## config.mk

```make
export PLATFORM = sky130hd
export DESIGN_NAME = gemm_seq_ctrl
export DESIGN_NICKNAME = d
export VERILOG_FILES = /design/src/rtl/gemm_pkg.sv /design/src/rtl/gemm_loop_cnt.sv /design/src/rtl/gemm_seq_ctrl.sv
export SDC_FILE = /design/constraint.sdc
export NUM_CORES = 1
export LEC_CHECK = 0
export ABC_AREA = 0
export BUFFER_PORTS_ARGS = -buffer_cell sky130_fd_sc_hd__clkbuf_2
export CAP_MARGIN = 20
export CORE_ASPECT_RATIO = 0.8
export CORE_MARGIN = 2
export CORE_UTILIZATION = 35
export DETAILED_ROUTE_END_ITERATION = 7
export MAX_ROUTING_LAYER = met4
export SLEW_MARGIN = 20
export SYNTH_ARGS = -nofsm -noshare
export SYNTH_HDL_FRONTEND = slang
export SYNTH_SLANG_ARGS = --single-unit
```

## constraint.sdc

```tcl
create_clock -name nice_clk -period 7.4 [get_ports nice_clk]
set_clock_uncertainty 0.1 [all_clocks]
set_input_delay 0.74 -clock nice_clk [delete_from_list [all_inputs] [get_ports nice_clk]]
set_output_delay 0.74 -clock nice_clk [all_outputs]
set_load 0.03 [all_outputs]
```

## src/rtl/gemm_pkg.sv

```systemverilog
// Shared encodings and default widths for the GEMM sequencer.
package gemm_pkg;
   localparam int DIM_W_DEF  = 16;
   localparam int ADDR_W_DEF = 32;

   typedef enum logic [1:0] {
      ST_IDLE  = 2'b00,
      ST_FETCH = 2'b01,
      ST_WRITE = 2'b10,
      ST_DONE  = 2'b11
   } gemm_state_e;
endpackage

```

## src/rtl/gemm_loop_cnt.sv

```systemverilog
// Wrap counter for one GEMM loop index: counts 0..limit-1 on inc, wraps to 0.
module gemm_loop_cnt #(
   parameter int W = 16
) (
   input  logic         clk,
   input  logic         rst,
   input  logic         clr,
   input  logic         inc,
   input  logic [W-1:0] limit,
   output logic [W-1:0] cnt,
   output logic         last,
   output logic         wrap
);
   logic [W-1:0] cnt_q, cnt_d;

   always_comb begin
      cnt_d = cnt_q;
      if (clr)
         cnt_d = '0;
      else if (inc)
         cnt_d = last ? '0 : cnt_q + W'(1);
   end

   always_ff @(posedge clk or posedge rst) begin
      if (rst) cnt_q <= '0;
      else     cnt_q <= cnt_d;
   end

   assign cnt  = cnt_q;
   assign last = (cnt_q == limit - W'(1));
   assign wrap = inc & last;
endmodule

```

## src/rtl/gemm_seq_ctrl.sv

```systemverilog
// GEMM loop sequencer: walks i/j/k, streams operand addresses to the MAC
// and output addresses to the store stage using incremental adds only.
module gemm_seq_ctrl
   import gemm_pkg::*;
#(
   parameter int DIM_W  = DIM_W_DEF,
   parameter int ADDR_W = ADDR_W_DEF
) (
   input  logic              nice_clk,
   input  logic              nice_rst,
   input  logic              start,
   input  logic [31:0]       lhs_rows,
   input  logic [31:0]       rhs_rows,
   input  logic [31:0]       rhs_cols,
   input  logic [ADDR_W-1:0] lhs_addr,
   input  logic [ADDR_W-1:0] rhs_addr,
   input  logic [ADDR_W-1:0] dst_addr,
   output logic [1:0]        state,
   output logic              fin,
   output logic              op_valid,
   input  logic              op_ready,
   output logic [ADDR_W-1:0] op_lhs_addr,
   output logic [ADDR_W-1:0] op_rhs_addr,
   output logic              op_first,
   output logic              op_last,
   output logic              wr_valid,
   input  logic              wr_ready,
   output logic [ADDR_W-1:0] wr_dst_addr,
   output logic [DIM_W-1:0]  wr_chan
);
   gemm_state_e       state_q, state_d;
   logic [DIM_W-1:0]  m_q, m_d, n_q, n_d, k_q, k_d;
   logic [ADDR_W-1:0] rhs_base_q, rhs_base_d;
   logic [ADDR_W-1:0] lhs_row_q, lhs_row_d, rhs_row_q, rhs_row_d, dst_ptr_q, dst_ptr_d;
   logic              cnt_clr, i_inc, j_inc, k_inc;
   logic [DIM_W-1:0]  i_cnt, j_cnt, k_cnt;
   logic              i_last, j_last, k_last, i_wrap, j_wrap, k_wrap;
   logic [ADDR_W-1:0] k_ext;

   assign k_ext = ADDR_W'(k_q);

   gemm_loop_cnt #(.W(DIM_W)) u_i_cnt (.clk(nice_clk), .rst(nice_rst), .clr(cnt_clr), .inc(i_inc),
      .limit(m_q), .cnt(i_cnt), .last(i_last), .wrap(i_wrap));
   gemm_loop_cnt #(.W(DIM_W)) u_j_cnt (.clk(nice_clk), .rst(nice_rst), .clr(cnt_clr), .inc(j_inc),
      .limit(n_q), .cnt(j_cnt), .last(j_last), .wrap(j_wrap));
   gemm_loop_cnt #(.W(DIM_W)) u_k_cnt (.clk(nice_clk), .rst(nice_rst), .clr(cnt_clr), .inc(k_inc),
      .limit(k_q), .cnt(k_cnt), .last(k_last), .wrap(k_wrap));

   always_comb begin
      state_d    = state_q;
      m_d        = m_q;
      n_d        = n_q;
      k_d        = k_q;
      rhs_base_d = rhs_base_q;
      lhs_row_d  = lhs_row_q;
      rhs_row_d  = rhs_row_q;
      dst_ptr_d  = dst_ptr_q;
      cnt_clr    = 1'b0;
      i_inc      = 1'b0;
      j_inc      = 1'b0;
      k_inc      = 1'b0;
      case (state_q)
         ST_IDLE: if (start) begin
            m_d        = lhs_rows[DIM_W-1:0];
            n_d        = rhs_rows[DIM_W-1:0];
            k_d        = rhs_cols[DIM_W-1:0];
            rhs_base_d = rhs_addr;
            lhs_row_d  = lhs_addr;
            rhs_row_d  = rhs_addr;
            dst_ptr_d  = dst_addr;
            cnt_clr    = 1'b1;
            // An empty dimension produces no traffic but still completes with fin.
            state_d    = (m_d == '0 || n_d == '0 || k_d == '0) ? ST_DONE : ST_FETCH;
         end
         ST_FETCH: if (op_ready) begin
            k_inc = 1'b1;
            if (k_last) state_d = ST_WRITE;
         end
         ST_WRITE: if (wr_ready) begin
            dst_ptr_d = dst_ptr_q + ADDR_W'(1);
            j_inc     = 1'b1;
            if (!j_last) begin
               rhs_row_d = rhs_row_q + k_ext;
               state_d   = ST_FETCH;
            end else if (!i_last) begin
               i_inc     = 1'b1;
               rhs_row_d = rhs_base_q;
               lhs_row_d = lhs_row_q + k_ext;
               state_d   = ST_FETCH;
            end else begin
               state_d   = ST_DONE;
            end
         end
         ST_DONE: state_d = ST_IDLE;
         default: state_d = ST_IDLE;
      endcase
   end

   always_ff @(posedge nice_clk or posedge nice_rst) begin
      if (nice_rst) begin
         state_q    <= ST_IDLE;
         m_q        <= '0;
         n_q        <= '0;
         k_q        <= '0;
         rhs_base_q <= '0;
         lhs_row_q  <= '0;
         rhs_row_q  <= '0;
         dst_ptr_q  <= '0;
      end else begin
         state_q    <= state_d;
         m_q        <= m_d;
         n_q        <= n_d;
         k_q        <= k_d;
         rhs_base_q <= rhs_base_d;
         lhs_row_q  <= lhs_row_d;
         rhs_row_q  <= rhs_row_d;
         dst_ptr_q  <= dst_ptr_d;
      end
   end

   assign state       = state_q;
   assign fin         = (state_q == ST_DONE);
   assign op_valid    = (state_q == ST_FETCH);
   assign op_lhs_addr = lhs_row_q + ADDR_W'(k_cnt);
   assign op_rhs_addr = rhs_row_q + ADDR_W'(k_cnt);
   assign op_first    = (k_cnt == '0);
   assign op_last     = k_last;
   assign wr_valid    = (state_q == ST_WRITE);
   assign wr_dst_addr = dst_ptr_q;
   assign wr_chan     = j_cnt;

   logic unused_bits;
   assign unused_bits = ^{lhs_rows[31:DIM_W], rhs_rows[31:DIM_W], rhs_cols[31:DIM_W],
                          i_cnt, i_wrap, j_wrap, k_wrap};
endmodule
```

==> results of run 1 <==
==> worst reg2reg max path, cell delays in order (launching register included) <==
cell and delay (ps):
dfrtp_1 430, nor3_1 650, nand4_1 230, xnor2_1 200
a2111oi_0 480, o2111ai_1 560, nor4_4 300, buf_4 330
or2_2 620, o21ai_0 220, a22o_1 270
==> path summary, 6_finish.rpt <==
kind	slack (ps)	cells after the start	from	end
min in group nice_clk	280	3	rhs_addr[29]	rhs_base_q[29]
hold / removal	110	2	nice_rst	k_q[4]
setup / recovery	2000	11	u_k_cnt.cnt[2]	op_rhs_addr[25]
setup reg to reg	2900	10	n_q[2]	lhs_row_q[16]
hold reg to reg	380	2	rhs_base_q[14]	rhs_base_q[14]
max in group asynchronous	5560	3	nice_rst	u_k_cnt.cnt[1]
==> metrics by stage <==
step                setup WS [ps]  hold WS (ps)  total power, mW  util, %  cells
floorplan                   368.8         345.3            5.257        -   2029
global placement             2673         356.8            6.385    39.51   2819
detailed placement           2611         361.9            6.483    39.51   2819
CTS                          1990         123.7            8.004    41.64   2869
global route                 1574         146.7            8.624    41.66   2873
finish                       2001         113.0            7.989    41.66   2873
==> synthesized netlist by cell type, types with 7 or more instances <==
master	n	area, sq um
nand2_1	381	1430
dfrtp_1	226	5655
nor2_1	159	596.8
a21oi_1	135	675.7
o21ai_0	135	675.7
clkbuf_1	80	300.3
xnor2_1	77	674.4
ha_1	72	900.9
nand3_1	72	360.4
xor2_1	72	630.6
inv_1	48	180.2
nor3_1	47	235.2
and3_1	44	275.3
a211oi_1	35	262.8
nand4_1	29	181.4
o22ai_1	29	181.4
a21o_1	28	210.2
a31oi_1	27	168.9
nor4_1	25	156.4
o31ai_1	23	172.7
and2_1	21	131.4
o211ai_1	20	150.1
nand2b_1	19	118.9
mux2i_1	17	170.2
nor2b_1	14	87.58
o21a_1	13	97.59
buf_2	12	60.06
or3_1	10	62.56
nand3b_1	8	60.06
o21bai_1	8	60.06
o31a_1	7	61.31
==> power groups by stage <==
stage	combinational [mW]	sequential, mW	clock [mW]
after global placement	4.00	2.38	0
after floorplan	2.98	2.28	0
after global routing	4.60	2.47	1.56
after CTS	4.11	2.38	1.51
final	4.13	2.39	1.47
after detailed placement	4.09	2.40	0
==> per-layer routing <==
layer / vias to the layer above / global-route usage, %
li1: 7689 / -
met4: 0 / 5.827
met1: 7742 / 32.17
met3: 86 / 3.391
met5: - / -
met2: 423 / 36.40
==> flip-flops by register name, indices dropped and copies added (netlist names) <==
signal and count:
u_j_cnt.cnt 16, n_q 16, k_q 16, wr_dst_addr 32, rhs_base_q 32, u_k_cnt.cnt 16, state 2, u_i_cnt.cnt 16
rhs_row_q 32, lhs_row_q 32, m_q 16
==> area by class of cell <==
cell class | count | area (sq um) | share of cell area [%]
repair buffers | 280 | 1446 | 7.594
flip-flops and latches | 226 | 5655 | 29.69
clock buffers | 42 | 854.6 | 4.487
well taps | 612 | 765.7 | 4.020
inverters | 48 | 190.2 | 0.9986
multi-input cells | 1653 | 10010 | 52.54
diodes | 4 | 10.01 | 0.05256
clock inverters | 8 | 117.6 | 0.6175
==> cells by family (layout without fill, tap and decap cells) <==
group	after synthesis	in the layout	share of synthesized area [%]
XOR/XNOR	149	149	8.041
other	0	4	0
flip-flops	226	226	34.85
AND/OR/NAND/NOR	869	869	24.96
buffers and inverters	150	378	3.747
multiplexers	22	22	1.395
adder cells (fa/ha/maj)	76	76	6.044
AO/OA/AOI/OAI	537	537	20.96
==> summary.txt, run 1 <==
Sw Share = 48.60%
drt via density = 5.548
outcome = complete, no violations
power share of the sequential group = 29.9%
number of synthesized flops with an enable pin = 0
fin area = 0.01905 sq mm
maximum fanout along the worst path = 8
syn nets = 2302
global-route wire length before repair = 87700 microns
# fillers = 4701
DRT Pass-1 Iters = 5
Power Internal = 4.106 mW
Crit Path Class = flip-flop to output pin
fmax = 0.1852 GHz
switching pwr = 3.883 mW
post-synth cell types = 80
total grt overflow = 0
FFs w/ async S/R, synth = 100.0%
Final ANT Viol Nets = 0
vias in the first global route = 15470
synth warn = 0
Mapped Area = 0.01623 sq mm
dpl hpwl = 40250 microns
CTS Buffer Depth = 3
most frequent cells in the layout = nand2_1, clkbuf_2, dfrtp_1
Post-layout nets = 2510
htree depth = 1
Setup violations, final = 0
M1 wire length = 26080 microns
CP Capture Type = output pin
post-cts sizing count = 0
CP startpoint kind = flip-flop
cts hold-fix bufs = 0
initial antenna violation count = 4
layout overhead on the synthesized area = 17.35%
Post-CTS Setup Bufs = 0
Area after DPL = 0.01806 sq mm
Die Span X = 244.8 microns
leakage = 8.824 nW
Worst-path clk slew = 60 ps
Critical path buffers and inverters = 1
worst-path cell chain = ha_1 > o21ai_0 > o21a_1 > o31ai_1 > a21boi_0 > o311ai_0 > a21oi_1 > nor2b_1 > nand4_1 > xnor2_1 > clkbuf_2
mean post-synth cell area = 7.999 sq um
die area = 0.04812 sq mm
most common cell after layout, fill and taps aside = nand2_1
slowest CP cell = o311ai_0
IO Port Bufs = 267
CTS Root Cell = clkbuf_16
Final period util = 72.96%
Hold Fails Final Rpt = 0
Top Layer Used = met4
Die H = 196.6 microns
met3 WL = 2918 microns
post-synthesis register bit count = 226
Peak VDD IR = 0.3023 mV
Crit path max-delay family = compound AO/OA/AOI/OAI gates
WL met2 = 25010 microns
unrepaired setup endpoints after global routing = no
max-cap violations = 0
fraction of layout cells with a size suffix above 1 = 15.82%
sequential area share after synthesis = 34.85%
later-pin clock latency in the skew report = 570 ps
Combinational Power Share = 51.7%
total wire length = 55410 microns
max_slew headroom = 16.91%
pwr dens = 419.4 mW/mm^2
Final TNS setup = 0 ps
hold crit path type = primary input to asynchronous set/reset pin
Worst-Margin Slew = 1246 ps
worst path arrival time = 4560 ps
DRC = 0
WL per Instance = 19.29 microns
Inserted Clock Buffers = 28
core region area = 0.04572 sq mm
slowest stage delay, CP = 590 ps
worst path required time = 6560 ps
Tot GR Track Use = 23.44%
Rows = 70
TritonCTS clock tree = done
largest net degree at the start of global routing = 163
gp weighted congestion = 0.8884
drt first-iter violations = 1327
IO Pins = 316
Synth Instances = 2029
Top FF cell, synth = dfrtp_1
Final Max Tran Viols = 0
fin crit period = 5399 ps
Clock Sinks = 226
Clk pwr share = 18.4%
DR vias = 15940
initial core utilization = 35.50%
Power figures use the tool's default switching activity.
==> run 2, diff against run 1 <==
Clock period 7.4 ns to 4.4 ns, I/O delays scaled along.
==> run 2 against run 1 <==
Die area did not move. Global-route usage rose by 0.18 points. Sequential cell count did not move. Critical path depth rose by 3. Sequential power rose by 67%. Via count rose by 3.6%. Cell count rose by 3.8%. Combinational power rose by 74%. Core utilization rose by 2.8 points. Power rose by 74%. Critical endpoint is now op_lhs_addr[22]. Largest power group unchanged.
==> summary.txt, run 2 (synthesis gave the netlist of run 1 again) <==
later-pin clock latency in the skew report = 580 ps (about the same)
layout overhead on the synthesized area = 25.13%
vias in the first global route = 15820 (+2.3%)
total wire length = 56440 microns (+1.9%)
Final period util = 96.02%
die area = 0.04812 sq mm (unchanged)
global-route wire length before repair = 88780 microns (+1.2%)
hold crit path type = primary input to flip-flop
Area after DPL = 0.01827 sq mm (+1.2%)
Hold Fails Final Rpt = 0 (unchanged)
Worst-Margin Slew = 917.7 ps (-328.6 ps)
largest net degree at the start of global routing = 104 (-36%)
dpl hpwl = 40710 microns (+1.1%)
TritonCTS clock tree = done
max-cap violations = 0 (unchanged)
Final ANT Viol Nets = 0 (unchanged)
gp weighted congestion = 0.9142 (+2.9%)
drt first-iter violations = 1350 (+1.7%)
initial antenna violation count = 3 (-1)
total grt overflow = 0 (unchanged)
unrepaired setup endpoints after global routing = yes
Die Span X = 244.8 microns (unchanged)
fraction of layout cells with a size suffix above 1 = 17.24% (+1.4 points)
Rows = 70 (unchanged)
Post-layout nets = 2617 (+4.3%)
pwr dens = 683.4 mW/mm^2 (+63%)
DRT Pass-1 Iters = 5 (unchanged)
Core Util, Final = 44.42% (+2.8 points)
Inserted Clock Buffers = 28 (unchanged)
most common cell after layout, fill and taps aside = nand2_1
Final TNS setup = 0 ps (unchanged)
fmax = 0.2367 GHz
Final Non-Filler Cells = 2981 (+3.8%)
Setup WS pre-CTS = 374.0 ps (-2237 ps)
Tot GR Track Use = 23.62% (+0.18 points)
leakage = 9.356 nW (+6.0%)
most frequent cells in the layout = nand2_1, clkbuf_2, dfrtp_1
Cells after DPL = 2844 (+0.89%)
IO Port Bufs = 267 (unchanged)
CP Capture Type = output pin
CP startpoint kind = flip-flop
max_slew headroom = 38.69% (+22 points)
htree depth = 1 (unchanged)
worst path arrival time = 3690 ps (-870 ps)
drt via density = 5.542 (-0.11%)
CTS Root Cell = clkbuf_16
met3 GRT Util = 3.676% (+0.29 points)
CTS Buffer Depth = 3 (unchanged)
Clock Sinks = 226 (unchanged)
Crit Path Class = flip-flop to output pin
grt peak-use layer = met2
Setup violations, final = 0 (unchanged)
DRC = 0 (unchanged)
Worst-path clk slew = 60 ps (about the same)
DR vias = 16520 (+3.6%)
outcome = complete, no violations
Final Max Tran Viols = 0 (unchanged)
fin area = 0.02031 sq mm (+6.6%)
Peak VDD IR = 0.5073 mV (+68%)
hold_ws = 14.33 ps (-98.67 ps)
maximum fanout along the worst path = 8 (unchanged)
routing usage on met1 = 32.42% (+0.24 points)
Final WS setup = 175.0 ps (-1826 ps)
fin crit period = 4225 ps
worst path required time = 3860 ps (-2700 ps)
met2 Resource Use GR = 36.11% (-0.28 points)
Die H = 196.6 microns (unchanged)
initial core utilization = 35.50% (unchanged)
WL per Instance = 18.93 microns (-1.8%)
overall power = 13.88 mW (+74%)
core region area = 0.04572 sq mm (unchanged)
IO Pins = 316 (unchanged)
[run 2: cell types whose count changed in the layout (fill, tap and decap cells not counted), moves of 4 or more]
cell / delta
dlygate4sd3_1: +80
buf_4: +31
clkbuf_2: -12
bufinv_16: +4
o21ai_0: -4
[run 2: timing repair]
item	CTS	global route
hold endpoints to repair	113	0
hold buffers	80	0
gates cloned	0	0
endpoints found under the setup margin	19	33
resized for setup	10	49
setup buffers	0	2
pin swaps	0	6
[run 2: path summary, 6_finish.rpt]
check | start | to | slack (ps) | cells after the start
worst max-delay path | u_k_cnt.cnt[1] | op_lhs_addr[22] | 170 | 14
worst min-delay path | rhs_cols[7] | k_q[7] | 10 | 3
worst max register to register | k_q[0] | rhs_row_q[18] | 590 | 12
worst min register to register | rhs_base_q[29] | rhs_base_q[29] | 380 | 2
max in group asynchronous | nice_rst | rhs_base_q[23] | 2630 | 4
min in group asynchronous | nice_rst | k_q[4] | 510 | 3
[run 2: per-layer routing]
| layer | routed length, microns | share of wire, % | up-vias |
|---|---|---|---|
| li1 | - | - | 7910 |
| met3 | 3661 | 6.5 | 81 |
| met4 | 1495 | 2.6 | 0 |
| met2 | 25710 | 46 | 520 |
| met5 | 0 | 0 | - |
| met1 | 25580 | 45 | 8010 |
[run 2: critical path, cell delays in order (launching register included)]
cell and delay (ps):
dfrtp_1 360, buf_4 160, inv_1 120, fa_1 450
nor2b_1 120, o21ai_0 130, a21boi_2 220, o2111ai_1 200
nand3_2 170, nand3_1 90, a41oi_1 220, buf_4 200
o211ai_1 120, xnor2_1 300, buf_2 270
[run 2: area by class of cell]
| class | count | area (sq um) |
|---|---|---|
| Clock inverter | 17 | 280.3 |
| Timing Repair Buffer | 387 | 2497 |
| Fill cell | 4628 | 25410 |
| Tap cell | 612 | 765.7 |
| Inverter | 48 | 186.4 |
| Multi-Input combinational cell | 1653 | 10130 |
| Antenna cell | 3 | 7.507 |
| Sequential cell | 226 | 5659 |
| Clock buffer | 35 | 777.0 |
[run 2: power by group]
group / internal [mW] / switching [mW] / total, mW
Combinational: 2.72 / 4.48 / 7.20
Clock: 1.66 / 1.01 / 2.67
Sequential: 2.86 / 1.14 / 4.00
Total: 7.25 / 6.63 / 13.9
